File: src/rtl/pong_pkg.sv
// pong_pkg: shared state encodings, winner codes and game defaults for the Pong sequencer
package pong_pkg;
    localparam logic [2:0] ST_IDLE     = 3'd0;
    localparam logic [2:0] ST_SERVE    = 3'd1;
    localparam logic [2:0] ST_PLAY     = 3'd2;
    localparam logic [2:0] ST_POINT    = 3'd3;
    localparam logic [2:0] ST_GAMEOVER = 3'd4;
`ifdef PONG_PAUSE_EN
    localparam logic [2:0] ST_PAUSE    = 3'd5;
`endif
    localparam logic [1:0] WIN_NONE = 2'b00;
    localparam logic [1:0] WIN_P1   = 2'b01;
    localparam logic [1:0] WIN_P2   = 2'b10;
    localparam int DEF_WIN_SCORE    = 5;
    localparam int DEF_SERVE_FRAMES = 60;
endpackage

File: src/rtl/pong_round_sequencer_btn_sync_edge.sv
// btn_sync_edge: 2-FF synchronizer plus registered rising-edge pulse for an async button
// Ports: clock, reset (async, active-high), btn (async level in), pulse (1-cycle pulse, 3 cycles after rise)
module btn_sync_edge (
    input  logic clock,
    input  logic reset,
    input  logic btn,
    output logic pulse
);
    logic [2:0] sync_q, sync_d;
    logic       pulse_q, pulse_d;

    // sync_q[1:0] is the synchronizer, sync_q[2] the previous synchronized level
    always_comb begin
        sync_d  = {sync_q[1:0], btn};
        pulse_d = sync_q[1] & ~sync_q[2];
    end

    always_ff @(posedge clock or posedge reset) begin
        if (reset) begin
            sync_q  <= '0;
            pulse_q <= 1'b0;
        end else begin
            sync_q  <= sync_d;
            pulse_q <= pulse_d;
        end
    end

    assign pulse = pulse_q;
endmodule

File: src/rtl/pong_round_sequencer.sv
// pong_round_sequencer: Pong game phase sequencer (serve, play, point, game over) driving the CPU wrapper
// Ports: clock, reset (async, active-high), screen_end, start_btn, winner_in[1:0] in;
//        cpu_reset, frame_tick, score_p1, score_p2, game_winner[1:0], state_o[2:0] out (all registered).
// Define PONG_PAUSE_EN to add pause_btn and the PAUSE state.
module pong_round_sequencer
    import pong_pkg::*;
#(
    parameter int WIN_SCORE    = DEF_WIN_SCORE,
    parameter int SERVE_FRAMES = DEF_SERVE_FRAMES,
    parameter int SCORE_W      = 4
) (
    input  logic               clock,
    input  logic               reset,
    input  logic               screen_end,
    input  logic               start_btn,
`ifdef PONG_PAUSE_EN
    input  logic               pause_btn,
`endif
    input  logic [1:0]         winner_in,
    output logic               cpu_reset,
    output logic               frame_tick,
    output logic [SCORE_W-1:0] score_p1,
    output logic [SCORE_W-1:0] score_p2,
    output logic [1:0]         game_winner,
    output logic [2:0]         state_o
);
    localparam int CNT_W = $clog2(SERVE_FRAMES + 1);
    localparam logic [SCORE_W-1:0] WIN_S = SCORE_W'(WIN_SCORE);

    logic [2:0]         state_q, state_d;
    logic [CNT_W-1:0]   cnt_q, cnt_d;
    logic [SCORE_W-1:0] p1_q, p1_d, p2_q, p2_d;
    logic [1:0]         gw_q, gw_d;
    logic               cpu_reset_q, cpu_reset_d, frame_tick_q, frame_tick_d;
    logic               screen_end_q, scr_edge, start_pulse, pause_pulse;

    btn_sync_edge u_start (.clock(clock), .reset(reset), .btn(start_btn), .pulse(start_pulse));
`ifdef PONG_PAUSE_EN
    btn_sync_edge u_pause (.clock(clock), .reset(reset), .btn(pause_btn), .pulse(pause_pulse));
`else
    assign pause_pulse = 1'b0;
`endif

    assign scr_edge = screen_end & ~screen_end_q;

    always_comb begin
        state_d      = state_q;
        cnt_d        = cnt_q;
        p1_d         = p1_q;
        p2_d         = p2_q;
        gw_d         = gw_q;
        frame_tick_d = 1'b0;
        case (state_q)
            ST_IDLE, ST_GAMEOVER: if (start_pulse) begin
                state_d = ST_SERVE;
                cnt_d   = '0;
                p1_d    = '0;
                p2_d    = '0;
                gw_d    = WIN_NONE;
            end
            ST_SERVE: if (scr_edge) begin
                state_d = (cnt_q + 1'b1 == CNT_W'(SERVE_FRAMES)) ? ST_PLAY : ST_SERVE;
                cnt_d   = (cnt_q + 1'b1 == CNT_W'(SERVE_FRAMES)) ? '0 : cnt_q + 1'b1;
            end
            ST_PLAY: begin
                // A point beats a same-cycle frame edge or pause request
                if (winner_in == WIN_P1 || winner_in == WIN_P2) begin
                    state_d = ST_POINT;
                    p1_d    = (winner_in == WIN_P1 && p1_q != WIN_S) ? p1_q + 1'b1 : p1_q;
                    p2_d    = (winner_in == WIN_P2 && p2_q != WIN_S) ? p2_q + 1'b1 : p2_q;
                end else begin
                    frame_tick_d = scr_edge;
`ifdef PONG_PAUSE_EN
                    if (pause_pulse) state_d = ST_PAUSE;
`endif
                end
            end
            ST_POINT: begin
                state_d = (p1_q == WIN_S || p2_q == WIN_S) ? ST_GAMEOVER : ST_SERVE;
                gw_d    = (p1_q == WIN_S) ? WIN_P1 : (p2_q == WIN_S) ? WIN_P2 : WIN_NONE;
            end
`ifdef PONG_PAUSE_EN
            ST_PAUSE: if (pause_pulse) state_d = ST_PLAY;
`endif
            default: state_d = ST_IDLE;
        endcase
        // Registered from the next state so the CPU runs from the very first PLAY cycle
        cpu_reset_d = !(state_d == ST_PLAY
`ifdef PONG_PAUSE_EN
                        || state_d == ST_PAUSE
`endif
                       );
    end

    always_ff @(posedge clock or posedge reset) begin
        if (reset) begin
            state_q      <= ST_IDLE;
            cnt_q        <= '0;
            p1_q         <= '0;
            p2_q         <= '0;
            gw_q         <= WIN_NONE;
            cpu_reset_q  <= 1'b1;
            frame_tick_q <= 1'b0;
            screen_end_q <= 1'b0;
        end else begin
            state_q      <= state_d;
            cnt_q        <= cnt_d;
            p1_q         <= p1_d;
            p2_q         <= p2_d;
            gw_q         <= gw_d;
            cpu_reset_q  <= cpu_reset_d;
            frame_tick_q <= frame_tick_d;
            screen_end_q <= screen_end;
        end
    end

    assign cpu_reset   = cpu_reset_q;
    assign frame_tick  = frame_tick_q;
    assign score_p1    = p1_q;
    assign score_p2    = p2_q;
    assign game_winner = gw_q;
    assign state_o     = state_q;

    logic unused_pause;
    assign unused_pause = pause_pulse;
endmodule

File: config.mk
export PLATFORM = sky130hd
export DESIGN_NAME = pong_round_sequencer
export DESIGN_NICKNAME = d
export VERILOG_FILES = /design/src/rtl/pong_pkg.sv /design/src/rtl/pong_round_sequencer_btn_sync_edge.sv /design/src/rtl/pong_round_sequencer.sv
export SDC_FILE = /design/constraint.sdc
export NUM_CORES = 1
export LEC_CHECK = 0
export ABC_AREA = 1
export CAP_MARGIN = 25
export CORE_ASPECT_RATIO = 0.75
export CORE_MARGIN = 8
export CORE_UTILIZATION = 47
export DETAILED_ROUTE_END_ITERATION = 8
export PLACE_DENSITY = 0.74
export SETUP_SLACK_MARGIN = 0.3
export SYNTH_ARGS = -nofsm -noshare
export SYNTH_HDL_FRONTEND = slang
export SYNTH_SLANG_ARGS = --single-unit
File: constraint.sdc
create_clock -name clock -period 1.2 [get_ports clock]
set_input_delay 0.3 -clock clock [delete_from_list [all_inputs] [get_ports clock]]
set_output_delay 0.3 -clock clock [all_outputs]
set_load 0.02 [all_outputs]
---- After elaboration in Yosys (flattened, before gate mapping) ----
Cells that the tools add are included.
storage, ports and cells
  register bits ........................... 26
  output and inout bits ................... 15
operators by class
  eq/ne operators ......................... 17
  reduce and logical (&&, ||, !) cells .... 14
  add/subtract/negate cells ............... 3
  muxes and demuxes ....................... 23
  bitwise gates (word level) .............. 4
operators with widths
  kind                                            count
  two-way mux 4 bit                               5
  two-way mux 6 bit                               3
  case mux 4 bit (2 select lines)                 2
  two-way mux 3 bit                               4
  case mux 3 bit (4 select lines)                 1
  case mux 6 bit (2 select lines)                 1
  == test 3 x 2 -> 1 bit (second input constant)  3
  adder 4 x 1 -> 4 bit (second input constant)    2
  == test 4 x 3 -> 1 bit (second input constant)  2
  two-way mux 2 bit                               4
  != test 2 bit (second input constant)           4
  != test 4 x 3 -> 1 bit (second input constant)  2
  AND reduction 4 bit                             2
  adder 6 x 1 -> 6 bit (second input constant)    1
  == test 6 bit (second input constant)           1
  nonzero test 2 bit                              3
  case mux 2 bit (2 select lines)                 1
  == test 3 x 1 -> 1 bit (second input constant)  1
  == test 3 bit (second input constant)           1
  logical NOT 3 bit                               1
  AND reduction 3 bit                             1
  bitwise AND 1 bit                               2
  == test 2 x 1 -> 1 bit (second input constant)  1
  == test 2 bit (second input constant)           1
  other kinds (8)                                 12

---- Logic depth before layout (Yosys ltp) ----
  word-level depth ........................ 7
  gate-level depth with buffers ........... 9

---- Hierarchy ----
From an unflattened synthesis, not the netlist that was laid out.
unflattened totals
  cells, all modules ...................... 146
  area, all modules ....................... 1338.8 um^2
by module, submodules not included
  module                instances  cells each  area an instance (um^2)  sequential area each (um^2)
  pong_round_sequencer  1          139         1224.9                   551.8
  btn_sync_edge         1          7           113.9                    100.1

---- Least setup slack after synthesis ----
OpenSTA, ideal clock, no wires.
  kind .................................... register -> register
  start point ............................. register p1_q[0], in the netlist score_p1[0]
  end point ............................... register p1_q[2], in the netlist score_p1[2]
  clock period less this slack ............ 1367 ps
  arrival ................................. 1289 ps
  stages on the path, launching flop included .. 8
  path buffers ............................ 0
  slack ................................... -167 ps
  data required time ...................... 1123 ps
  path through ............................ dfrtp_1 -> ha_1 -> nand3_1 -> nand3_4 -> clkinv_1 -> nand3_1 -> nand2_1 -> a21oi_1
between the ends
  cells in the longest elaborated chain, start to end .. 4
ends and longest elaborated chain
  element                                                                 line                         text
  from (decl)                                                             pong_round_sequencer.sv:32   logic [SCORE_W-1:0] p1_q, p1_d, p2_q, p2_d;
  from (signal assigned)                                                  pong_round_sequencer.sv:108  p1_q <= p1_d;
  adder 4 x 1 -> 4 bit or != test 4 x 3 -> 1 bit (tied branches)          pong_round_sequencer.sv:69   p1_d = (winner_in == WIN_P1 && p1_q != WIN_S) ? p1_q + 1'b1 : p1_q;
  two-way mux 4 bit or logical AND 1 bit (tied branches)                  pong_round_sequencer.sv:69
  two-way mux 4 bit or != test 2 bit (tied branches)                      --
  case mux 4 bit (2 select lines) or AND reduction 4 bit (tied branches)  --
Parallel ways exist; a longest one is shown, timed or not. The select of a mux whose other input is x is not followed.
A chain may end at the register's enable or synchronous reset.

---- Final worst setup path ----
  start point ............................. register state_q[0], in the netlist state_o[0]
  end point ............................... register cpu_reset_q, in the netlist cpu_reset
between the ends
  cells in the longest elaborated chain, start to end .. 5
ends and longest elaborated chain
  element                                             line                         text
  from (decl)                                         pong_round_sequencer.sv:30   logic [2:0] state_q, state_d;
  from (signal assigned)                              pong_round_sequencer.sv:106  state_q <= state_d;
  == test 3 bit or logical NOT 3 bit (tied branches)  pong_round_sequencer.sv:53   case (state_q)
  OR reduction 2 bit                                  pong_round_sequencer.sv:53
  case mux 3 bit (4 select lines) *                   pong_round_sequencer.sv:53
  == test 3 x 2 -> 1 bit *                            pong_round_sequencer.sv:88   cpu_reset_d = !(state_d == ST_PLAY
  logical NOT 1 bit *                                 pong_round_sequencer.sv:88
  named net cpu_reset_d                               pong_round_sequencer.sv:34   logic cpu_reset_q, cpu_reset_d, frame_tick_q, frame_tick_d;
  to (signal assigned)                                pong_round_sequencer.sv:111  cpu_reset_q <= cpu_reset_d;
  to (decl)                                           pong_round_sequencer.sv:34
Mark *: on every way through the listed nets, which the timed path passes. The rest lies on a longest branch.

==> results.py <==
metrics = {
    "run_status": {
        "status": "finished with violations",
        "failed_checks": "setup timing",
    },
    "detailed_routing": {
        "dr.first_iter.drc_count": 57,
        "wl_per_cell_microns": 14.0,
        "routed_via_density": 4.93,
        "num_vias": 1213,
        "dr.pass1.iters": 4,
        "drc": 0,
        "drtAntennaViolNets": 0,
        "wl_microns": 3450,
    },
    "clock_tree": {
        "cts_tree": "built",
        "numClockSinks": 26,
        "h-tree-depth": 1,
        "insertion_delay_ps": 270,
        "cts-root-buf": "clkbuf_8",
        "clockBufferDepth": 2,
        "clkSlewWorstSetupHoldPaths_ps": 90,
        "numCtsBuffers": 3,
    },
    "synthesis": {
        "synth_top_cell_area_share": 0.461,
        "synth-seq-area-share": 0.480,
        "ys_types": 25,
        "yosys.area.top_type": "dfrtp_1",
        "netlist_area_sq_um": 1360,
        "synth_commonest_cells": "dfrtp_1, nand2_1, inv_1",
        "synth_most_common_cell": "dfrtp_1",
        "ys_ff_latch": 26,
        "synth_edf_count": 0,
        "yosys_warnings": 0,
        "ys.flop_type": "dfrtp_1",
        "syn-num-nets": 158,
        "synthTopCellsByArea": "dfrtp_1, ha_1, nand2_1",
        "ys_async_sr_fraction": 1.00,
        "synthesis.area_per_instance_sq_um": 9.36,
        "synth_cells": 145,
    },
    "global_route": {
        "overflow": 0,
        "grt_pass1_vias": 1129,
        "antenna_found_initial": 0,
        "grt_usage": 0.125,
        "grt_start_max_net_pins": 27,
        "grt_pass1_wl_microns": 5020,
    },
    "die": {
        "initial_core_util": 0.476,
        "die-area_sq_um": 4880,
        "core_area_sq_um": 2850,
        "die_h_microns": 62.5,
        "ios": 21,
        "die_w_microns": 78.1,
        "rows": 17,
    },
    "setup_path": {
        "r2r_start": "state_o[0]",
        "crit_arrival_ps": 1520,
        "start_kind": "flop",
        "cp-startpoint": "state_o[0]",
        "crit_path_max_fanout": 4,
        "worstPathRequired_ps": 1410,
        "end_kind": "flop",
        "crit_type": "reg2reg",
    },
    "power_and_ir_drop": {
        "comb_power_share": 0.179,
        "power_frac_seq": 0.480,
        "switchingPower_mw": 0.543,
        "vdd_drop_max_mv": 0.915,
        "switching_share": 0.256,
        "powerDensity_nw_per_um2": 964,
        "power.total_mw": 2.12,
        "pwr-share-clk": 0.340,
        "p_int_mw": 1.58,
        "power_leakage_nw": 1.03,
    },
    "cells_and_area": {
        "utilization": 0.771,
        "layout-drive-gt1-share": 0.582,
        "finalNonFillerCells": 246,
        "layout.nets": 222,
        "n_antenna_cell": 0,
        "syn2layout_area_growth_pct": 61.9,
    },
    "sta": {
        "fmax_mhz": 767,
        "tightest_slew_ps": 222,
        "period_share": 1.09,
        "worst_slack_ps": -104,
        "slew_headroom": 0.851,
        "setup_tns_ps": -1260,
        "finalClockSkew_ps": 4.40,
        "setup_violations": 23,
        "maxSlewViolCount": 0,
        "min_period_ps": 1300,
        "rsz0062_at_grt": "true",
        "hold_viol_final": 0,
    },
    "placement": {
        "gp_congestion": 0.816,
        "numPortBuffers": 20,
        "dp_slack_ps": -557,
        "dp_hpwl_microns": 2290,
        "dp_cells": 224,
    },
    "worst_hold_path": {
        "hp-class": "in2reg",
        "hold_path_startpoint": "screen_end",
    },
    "run": {
        "drv_cap": 0,
    },
}
==> what timing repair did <==
action                                  4_1_cts  5_1_grt
endpoints found under the setup margin       36       36
resized for setup                           102       20
hold buffers                                  0        0
setup buffers                                 5       13
pin swaps                                    11        7
endpoints found under the hold margin         0        0
==> per-layer routing <==
metal  wire [microns]  global-route usage  vias to the layer above  share of wire
met1             1380               0.136                      591           0.40
met3              138              0.0316                        6          0.040
met4               59              0.0253                        0          0.017
met5                0                   0                        -              0
li1                 -                   -                      596              -
met2             1880               0.235                       20           0.54
==> cells by family (layout without fill, tap and decap cells) <==
| family | Yosys count | after routing | synth area share |
|---|---|---|---|
| buffers and inverters | 29 | 92 | 0.0802 |
| adder cells (fa/ha/maj) | 7 | 7 | 0.0645 |
| AND/OR/NAND/NOR | 62 | 62 | 0.281 |
| XOR/XNOR | 2 | 2 | 0.0129 |
| flip-flops | 26 | 26 | 0.480 |
| AO/OA/AOI/OAI | 19 | 19 | 0.0811 |
==> power groups by stage <==
stage / combinational (mW) / sequential [mW] / clock, mW
3_5_place_dp: 0.324 / 1.03 / 0
3_3_place_gp: 0.294 / 1.02 / 0
6_report: 0.380 / 1.02 / 0.721
4_1_cts: 0.362 / 1.02 / 0.728
5_1_grt: 0.427 / 1.03 / 0.761
2_1_floorplan: 0.214 / 1.02 / 0
==> state kept, by name, summed over array words and instances (netlist names) <==
register        flops
frame_tick          1
u_start.sync_q      3
cnt_q               6
cpu_reset           1
state_o             3
screen_end_q        1
game_winner         2
u_start.pulse       1
score_p1            4
score_p2            4
==> layout make-up <==
type / instances / area (sq um)
Timing Repair Buffer: 59 / 558
Tap cell: 38 / 47.5
Fill cell: 184 / 652
Clock buffer: 3 / 41.3
Multi-Input combinational cell: 90 / 742
Inverter: 29 / 119
Sequential cell: 26 / 661
Clock inverter: 1 / 30.0
==> path summary, 6_finish.rpt <==
kind,endpoint,slack [ps],depth (start not counted)
max,cpu_reset,-100,9
min,screen_end_q,290,1
max reg2reg,cpu_reset,-100,9
min reg2reg,u_start.sync_q[1],370,0
max in group asynchronous,cpu_reset,620,3
min in group asynchronous,score_p2[0],350,3
==> critical path: stages (launching register included) <==
cell and delay (ps):
dfrtp_2 440, buf_4 150, nor2_4 110, inv_2 50, nor2_4 100, buf_4 120, nor2_1 40, o21ai_1 100
a21oi_2 60, nand2_1 80
==> metrics by stage <==
stage,area [sq um],hold slack [ps]
after detailed placement,1880,337
final,2200,292
after CTS,2030,295
after floorplan,1460,331
after global placement,1880,343
after global routing,2200,288
==> layout by cell type, fill, tap and decap left out, types with 2 or more instances in the layout <==
master           instances
buf_4                   28
buf_6                   25
dfrtp_1                 18
nand2_1                 17
inv_1                   14
inv_2                   12
nor2_1                   7
nand2_2                  7
dfrtp_2                  7
nand3_1                  6
nand3_4                  5
o21ai_1                  5
nor2_4                   4
nor2_2                   4
a21oi_2                  4
ha_4                     4
nor3_2                   3
nand3_2                  3
a21oi_1                  3
o22ai_1                  3
ha_1                     3
clkbuf_8                 3
dlygate4sd2_1            3
inv_4                    2
a32o_1                   2
nor3b_2                  2
nand4_1                  2
xor2_1                   2
clkdlybuf4s50_1          2
Power figures use the tool's default switching activity.
